$ cat src/rtl/fetch_ctrl_if.sv
// Fetch controller bundle: pipeline-side status in, PC / IF/ID / ID/EX controls out.
// master = pipeline datapath, slave = fetch_ctrl.
interface fetch_ctrl_if #(
  parameter int PC_W = 32
) ();
  logic [PC_W-1:0] pc_cur;
  logic            pcsrc;
  logic [PC_W-1:0] branch_add;
  logic            jump;
  logic [25:0]     jump_add;
  logic            imem_ready;
  logic            idex_memread;
  logic [4:0]      idex_rt;
  logic [4:0]      ifid_rs;
  logic [4:0]      ifid_rt;
  logic            pc_we;
  logic [PC_W-1:0] pc_next;
  logic            ifid_we;
  logic            ifid_flush;
  logic            idex_flush;
  logic            idex_bubble;
  logic            fetch_err;
  logic [1:0]      state;

  modport master (
    output pc_cur, pcsrc, branch_add, jump, jump_add,
    output imem_ready, idex_memread, idex_rt, ifid_rs, ifid_rt,
    input  pc_we, pc_next, ifid_we, ifid_flush,
    input  idex_flush, idex_bubble, fetch_err, state
  );

  modport slave (
    input  pc_cur, pcsrc, branch_add, jump, jump_add,
    input  imem_ready, idex_memread, idex_rt, ifid_rs, ifid_rt,
    output pc_we, pc_next, ifid_we, ifid_flush,
    output idex_flush, idex_bubble, fetch_err, state
  );
endinterface

$ cat src/rtl/fetch_ctrl.sv
// Fetch sequencing: PC update arbitration (branch > jump > pending > load-use > seq),
// slow-imem wait with held redirect, watchdog. Ports: clk, rst, bus (fetch_ctrl_if.slave);
// `FETCH_PERF_CNT_EN adds stall_cnt / flush_cnt outputs.
module fetch_ctrl #(
  parameter int PC_W    = 32,
  parameter int TIMEOUT = 15
`ifdef FETCH_PERF_CNT_EN
  ,
  parameter int CNT_W   = 16
`endif
) (
  input  logic clk,
  input  logic rst,
  fetch_ctrl_if.slave bus
`ifdef FETCH_PERF_CNT_EN
  ,
  output logic [CNT_W-1:0] stall_cnt,
  output logic [CNT_W-1:0] flush_cnt
`endif
);

  typedef enum logic [1:0] {
    RUN   = 2'd0,
    STALL = 2'd1,
    WAIT  = 2'd2
  } state_t;

  localparam int WC_W = $clog2(TIMEOUT + 1);
  localparam logic [WC_W-1:0] WC_TO = WC_W'(TIMEOUT);

  state_t          st, st_n;
  logic            pend_valid, pend_valid_n;
  logic            pend_br, pend_br_n;
  logic [PC_W-1:0] pend_tgt, pend_tgt_n;
  logic [WC_W-1:0] wait_cnt, wait_cnt_n;
  logic            err_q, err_n;

  logic [PC_W-1:0] jtgt, seq, tgt;
  logic            use_br, use_j, use_p, redir, hazard;
  logic            pc_we, ifid_we, ifid_flush, idex_flush, idex_bubble;
  logic [PC_W-1:0] pc_next;

  always_comb begin
    jtgt   = {bus.pc_cur[PC_W-1:28], bus.jump_add, 2'b00};
    seq    = bus.pc_cur + PC_W'(1);
    use_br = bus.pcsrc;
    // a held branch target outranks a later jump
    use_j  = bus.jump & ~bus.pcsrc & ~(pend_valid & pend_br);
    use_p  = pend_valid & ~use_br & ~use_j;
    redir  = use_br | use_j | use_p;
    if (use_br)     tgt = bus.branch_add;
    else if (use_j) tgt = jtgt;
    else if (use_p) tgt = pend_tgt;
    else            tgt = seq;
    hazard = (st == RUN) & ~redir & bus.idex_memread
           & (bus.idex_rt != 5'd0)
           & ((bus.idex_rt == bus.ifid_rs) | (bus.idex_rt == bus.ifid_rt));
  end

  always_comb begin
    pc_we        = 1'b0;
    pc_next      = '0;
    ifid_we      = 1'b1;
    ifid_flush   = 1'b0;
    idex_flush   = 1'b0;
    idex_bubble  = 1'b0;
    st_n         = st;
    pend_valid_n = pend_valid;
    pend_br_n    = pend_br;
    pend_tgt_n   = pend_tgt;
    wait_cnt_n   = '0;
    err_n        = err_q;
    if (hazard) begin
      ifid_we     = 1'b0;
      idex_bubble = 1'b1;
      st_n        = STALL;
    end else begin
      // no valid instruction is available without imem_ready
      ifid_flush = redir | ~bus.imem_ready;
      idex_flush = use_br;
      if (bus.imem_ready) begin
        pc_we        = 1'b1;
        pc_next      = tgt;
        pend_valid_n = 1'b0;
        pend_br_n    = 1'b0;
        st_n         = RUN;
      end else begin
        st_n = WAIT;
        if (redir) begin
          pend_valid_n = 1'b1;
          pend_tgt_n   = tgt;
          pend_br_n    = use_br | (use_p & pend_br);
        end
        if (st == WAIT) begin
          wait_cnt_n = (wait_cnt == '1) ? wait_cnt : wait_cnt + WC_W'(1);
          if (wait_cnt_n >= WC_TO) err_n = 1'b1;
        end
      end
    end
    if (rst) begin
      pc_we       = 1'b0;
      pc_next     = '0;
      ifid_we     = 1'b0;
      ifid_flush  = 1'b1;
      idex_flush  = 1'b0;
      idex_bubble = 1'b1;
    end
  end

  always_ff @(posedge clk or posedge rst) begin
    if (rst) begin
      st         <= RUN;
      pend_valid <= 1'b0;
      pend_br    <= 1'b0;
      pend_tgt   <= '0;
      wait_cnt   <= '0;
      err_q      <= 1'b0;
    end else begin
      st         <= st_n;
      pend_valid <= pend_valid_n;
      pend_br    <= pend_br_n;
      pend_tgt   <= pend_tgt_n;
      wait_cnt   <= wait_cnt_n;
      err_q      <= err_n;
    end
  end

  assign bus.pc_we       = pc_we;
  assign bus.pc_next     = pc_next;
  assign bus.ifid_we     = ifid_we;
  assign bus.ifid_flush  = ifid_flush;
  assign bus.idex_flush  = idex_flush;
  assign bus.idex_bubble = idex_bubble;
  assign bus.fetch_err   = err_q;
  assign bus.state       = st;

`ifdef FETCH_PERF_CNT_EN
  always_ff @(posedge clk or posedge rst) begin
    if (rst) begin
      stall_cnt <= '0;
      flush_cnt <= '0;
    end else begin
      if ((idex_bubble | (st == WAIT)) && stall_cnt != '1)
        stall_cnt <= stall_cnt + CNT_W'(1);
      if ((use_br | use_j) && flush_cnt != '1)
        flush_cnt <= flush_cnt + CNT_W'(1);
    end
  end
`endif

endmodule

$ cat src/flat_wrapper.sv
// flat-port wrapper written by rule: the top's interface ports become plain ports
module fetch_ctrl_flat 
#(
  parameter int PC_W    = 32,
  parameter int TIMEOUT = 15

)
  (clk, rst, bus_pc_cur, bus_pcsrc, bus_branch_add, bus_jump, bus_jump_add, bus_imem_ready, bus_idex_memread, bus_idex_rt, bus_ifid_rs, bus_ifid_rt, bus_pc_we, bus_pc_next, bus_ifid_we, bus_ifid_flush, bus_idex_flush, bus_idex_bubble, bus_fetch_err, bus_state);
  fetch_ctrl_if #(.PC_W(PC_W)) bus_i ();
  input  logic clk;
  input  logic rst;
  input wire logic [$bits(bus_i.pc_cur)-1:0] bus_pc_cur;
  input wire logic [$bits(bus_i.pcsrc)-1:0] bus_pcsrc;
  input wire logic [$bits(bus_i.branch_add)-1:0] bus_branch_add;
  input wire logic [$bits(bus_i.jump)-1:0] bus_jump;
  input wire logic [$bits(bus_i.jump_add)-1:0] bus_jump_add;
  input wire logic [$bits(bus_i.imem_ready)-1:0] bus_imem_ready;
  input wire logic [$bits(bus_i.idex_memread)-1:0] bus_idex_memread;
  input wire logic [$bits(bus_i.idex_rt)-1:0] bus_idex_rt;
  input wire logic [$bits(bus_i.ifid_rs)-1:0] bus_ifid_rs;
  input wire logic [$bits(bus_i.ifid_rt)-1:0] bus_ifid_rt;
  output wire logic [$bits(bus_i.pc_we)-1:0] bus_pc_we;
  output wire logic [$bits(bus_i.pc_next)-1:0] bus_pc_next;
  output wire logic [$bits(bus_i.ifid_we)-1:0] bus_ifid_we;
  output wire logic [$bits(bus_i.ifid_flush)-1:0] bus_ifid_flush;
  output wire logic [$bits(bus_i.idex_flush)-1:0] bus_idex_flush;
  output wire logic [$bits(bus_i.idex_bubble)-1:0] bus_idex_bubble;
  output wire logic [$bits(bus_i.fetch_err)-1:0] bus_fetch_err;
  output wire logic [$bits(bus_i.state)-1:0] bus_state;
  assign bus_i.pc_cur = bus_pc_cur;
  assign bus_i.pcsrc = bus_pcsrc;
  assign bus_i.branch_add = bus_branch_add;
  assign bus_i.jump = bus_jump;
  assign bus_i.jump_add = bus_jump_add;
  assign bus_i.imem_ready = bus_imem_ready;
  assign bus_i.idex_memread = bus_idex_memread;
  assign bus_i.idex_rt = bus_idex_rt;
  assign bus_i.ifid_rs = bus_ifid_rs;
  assign bus_i.ifid_rt = bus_ifid_rt;
  assign bus_pc_we = bus_i.pc_we;
  assign bus_pc_next = bus_i.pc_next;
  assign bus_ifid_we = bus_i.ifid_we;
  assign bus_ifid_flush = bus_i.ifid_flush;
  assign bus_idex_flush = bus_i.idex_flush;
  assign bus_idex_bubble = bus_i.idex_bubble;
  assign bus_fetch_err = bus_i.fetch_err;
  assign bus_state = bus_i.state;
  fetch_ctrl #(.PC_W(PC_W), .TIMEOUT(TIMEOUT)) u_core (.clk(clk), .rst(rst), .bus(bus_i));
endmodule
$ cat config.mk
export PLATFORM = sky130hd
export DESIGN_NAME = fetch_ctrl_flat
export DESIGN_NICKNAME = d
export VERILOG_FILES = /design/src/rtl/fetch_ctrl_if.sv /design/src/rtl/fetch_ctrl.sv /design/src/flat_wrapper.sv
export SDC_FILE = /design/constraint.sdc
export NUM_CORES = 1
export LEC_CHECK = 0
export ABC_AREA = 1
export CAP_MARGIN = 15
export CORE_UTILIZATION = 40
export DETAILED_ROUTE_END_ITERATION = 8
export PLACE_DENSITY_LB_ADDON = 0.12
export SYNTH_ARGS = -nofsm -noshare
export SYNTH_HDL_FRONTEND = slang
export SYNTH_SLANG_ARGS = --single-unit
export TNS_END_PERCENT = 10
$ cat constraint.sdc
create_clock -name clk -period 3.4 [get_ports clk]
set_input_delay 0.68 -clock clk [delete_from_list [all_inputs] [get_ports clk]]
set_output_delay 0.68 -clock clk [all_outputs]
set_load 0.03 [all_outputs]
==> results.yml <==
setup_path:
  crit_top_cell: "nand2_1"
  path_buf_inv: 4
  crit_arrival_ns: 2.66
  r2r-start: "u_core.pend_valid"
  cp_max_fo: 5
  required_ns: 2.72
  crit_start: "bus_pc_cur[5]"
  path_class: "input pin to output pin"
  path_cells: "clkdlybuf4s50_1, nand2_1, nor2_2, nand2_4, buf_6, nor2_1, buf_4, nand2_1, nand2_1, nand3_2, nand2_2, nand2_2, a21oi_2, buf_6"
  critPathCaptureType: "output pin"
  max_stage_delay_ns: 0.52
  critPathTopFamily: "buffers and inverters"
  cp_slowest_cell: "clkdlybuf4s50_1"
  critPathLaunchType: "input pin"
clock_tree:
  cts.hold.buffers_added: 0
  clockBufferDepth: 2
  root_buffer: "clkbuf_8"
  insertion_delay_ns: 0.30
  numCtsBuffers: 5
  clkTransAtPathRegs_ns: 0.08
  cts_tree: "done"
  cts.sinks: 41
  htreeDepth: 2
drt:
  drc: 0
  drt_wl_total_microns: 14400
  vias: 5114
  ant_nets: 0
  drtIter0Drc: 240
  wl_per_cell_microns: 13.8
  vias_per_cell: 4.90
  drtPass1Iterations: 5
final_layout:
  fin_nets: 1026
  final_cells: 1043
  drive_above_1_share_pct: 19.4
  n_fill_cell: 890
  area_delta_synth_final_pct: 61.5
  antenna_cells: 0
  finish.utilization_pct: 67.5
power_and_ir_drop:
  ir_worst_vdd_mv: 0.191
  leakage_nw: 3.30
  p_total_mw: 1.74
  power_density_nw_per_um2: 276
sta:
  fmax_ghz: 0.299
  max_slew_margin_pct: 62.7
  rsz0062_at_grt: "true"
  report.final.slew_viol_count: 0
  clock_skew_ns: 0.0115
  worst_slew_pin_slew_ns: 0.560
  hold_viol_final: 0
  period_share_pct: 98.2
  min_period_ns: 3.34
  setup_violations: 0
global_routing:
  grt_util_met3_pct: 4.23
  grt_pass1_wl_microns: 23100
  antenna_found_initial: 0
  grtUsageTotal_pct: 28.8
  grtUsageMet1_pct: 37.3
  met2_usage_pct: 49.5
  gr-total-overflow: 0
  grt_pass1_vias: 5083
  grt_busiest_layer: "met2"
  grt_max_degree: 43
floorplan:
  coreArea_sq_um: 9370
  pin_count: 151
  die_h_microns: 101
  dieArea_sq_um: 10200
  rows: 35
  die_w_microns: 101
  start_util_pct: 41.8
logic_synthesis:
  synth_largest_area_cell: "nand2_1"
  syn-num-nets: 812
  ys_seq_area_share_pct: 26.2
  synth.area.top_cells: "nand2_1, dfrtp_1, nor2_1"
  synth_seq_cells: 41
  synth.avg_cell_area_sq_um: 5.60
  ys_warn_count: 0
  ys_types: 35
  ys_top_cells_by_count: "nand2_1, nor2_1, inv_1, nand3_1, dfrtp_1"
  syn_inst: 699
  syn_area_sq_um: 3920
  synth.most_common_cell: "nand2_1"
  synth_top_area_share_pct: 27.3
  synth_edf_count: 0
  async_flop_share_pct: 100
  ys.flop_type: "dfrtp_1"
outcome:
  status: "complete, no violations"
place:
  dp_cells: 1032
  numPortBuffers: 150
  gp_congestion: 0.890
  dp_hpwl_microns: 11300
hold_path:
  hold_start: "u_core.pend_tgt[28]"
  hold_class: "flip-flop to flip-flop"
job:
  drv_cap: 0
==> stage by stage <==
step | setup slack, ns | setup TNS, ns | instance area [sq um] | hold slack (ns)
3_3_place_gp | -0.216 | -0.811 | 6000 | 0.460
5_1_grt | -0.0474 | -0.227 | 6320 | 0.512
4_1_cts | -0.0603 | -0.199 | 6150 | 0.487
3_5_place_dp | -0.244 | -1.11 | 6000 | 0.466
6_report | 0.0600 | 0 | 6320 | 0.481
2_1_floorplan | 0.209 | 0 | 3920 | 0.442
==> power breakdown <==
group          internal (mW)  leakage (nW)  total, mW  switching (mW)
clock network          0.292        0.0681      0.475           0.183
registers              0.553         0.513      0.589          0.0363
logic                  0.321          2.72      0.679           0.358
total                   1.17          3.30       1.74           0.578
==> per-layer routing <==
| layer | part of all wire, % | vias up | wire length [microns] |
|---|---|---|---|
| li1 | - | 2595 | - |
| met1 | 44 | 2352 | 6380 |
| met2 | 48 | 146 | 6910 |
| met3 | 5.8 | 21 | 838 |
| met4 | 1.7 | 0 | 239 |
| met5 | 0 | - | 0 |
==> what timing repair did <==
item | CTS | global route
pin swaps | 0 | 8
setup endpoints to repair | 13 | 26
setup buffers | 0 | 3
resized for setup | 11 | 49
==> logic make-up after synthesis <==
| logic type | synth area share [%] |
|---|---|
| fa+ha+maj | 0.639 |
| simple gates | 48.0 |
| flops | 26.2 |
| compound gates | 11.4 |
| xor+xnor | 3.58 |
| buf+inv | 10.1 |
==> sequential cells by signal, summed over array words and instances (netlist names) <==
signal / cells
u_core.pend_tgt: 32
u_core.wait_cnt: 4
u_core.bus.state: 2
u_core.bus.fetch_err: 1
u_core.pend_br: 1
u_core.pend_valid: 1
==> cells in the final DEF (no fill, tap or decap), drive strengths merged, types with 2 or more instances in the layout <==
| cell | count |
|---|---|
| a21oi | 37 |
| and2 | 4 |
| buf | 118 |
| bufinv | 2 |
| clkbuf | 7 |
| clkdlybuf4s50 | 106 |
| dfrtp | 41 |
| dlymetal6s2s | 7 |
| ha | 2 |
| inv | 69 |
| nand2 | 288 |
| nand3 | 47 |
| nand3b | 3 |
| nor2 | 103 |
| nor3b | 3 |
| o211ai | 2 |
| o21ai | 36 |
| o21bai | 2 |
| o221ai | 2 |
| o22ai | 3 |
| or2 | 9 |
| xnor2 | 5 |
| xor2 | 11 |
==> worst register-to-register path, stage by stage, from the launching register on <==
cell	delay, ns
dfrtp_1	0.49
nand2_1	0.14
nand3_2	0.15
nand2_2	0.12
buf_4	0.14
inv_1	0.05
nand2_1	0.17
nand3_4	0.34
inv_2	0.45
nand2_1	0.09
o21ai_1	0.09
==> layout make-up <==
type	instances	area [sq um]	area share (%)
Multi-Input combinational cell	561	2620	41.4
Clock inverter	3	65.1	1.03
Tap cell	129	161	2.55
Sequential cell	41	1030	16.2
Clock buffer	5	68.8	1.09
Inverter	70	267	4.22
Timing Repair Buffer	234	2120	33.5
==> worst paths after layout <==
kind	endpoint	slack [ns]	cells past startpoint
worst max-delay path	bus_pc_next[26]	0.06	14
worst min-delay path	u_core.pend_tgt[28]	0.48	2
worst max register to register	u_core.pend_tgt[1]	1.10	10
worst min register to register	u_core.pend_tgt[28]	0.48	2
max in group asynchronous	u_core.pend_tgt[17]	2.02	3
min in group asynchronous	u_core.pend_tgt[26]	0.99	3
(Power assumes the default switching activity.)
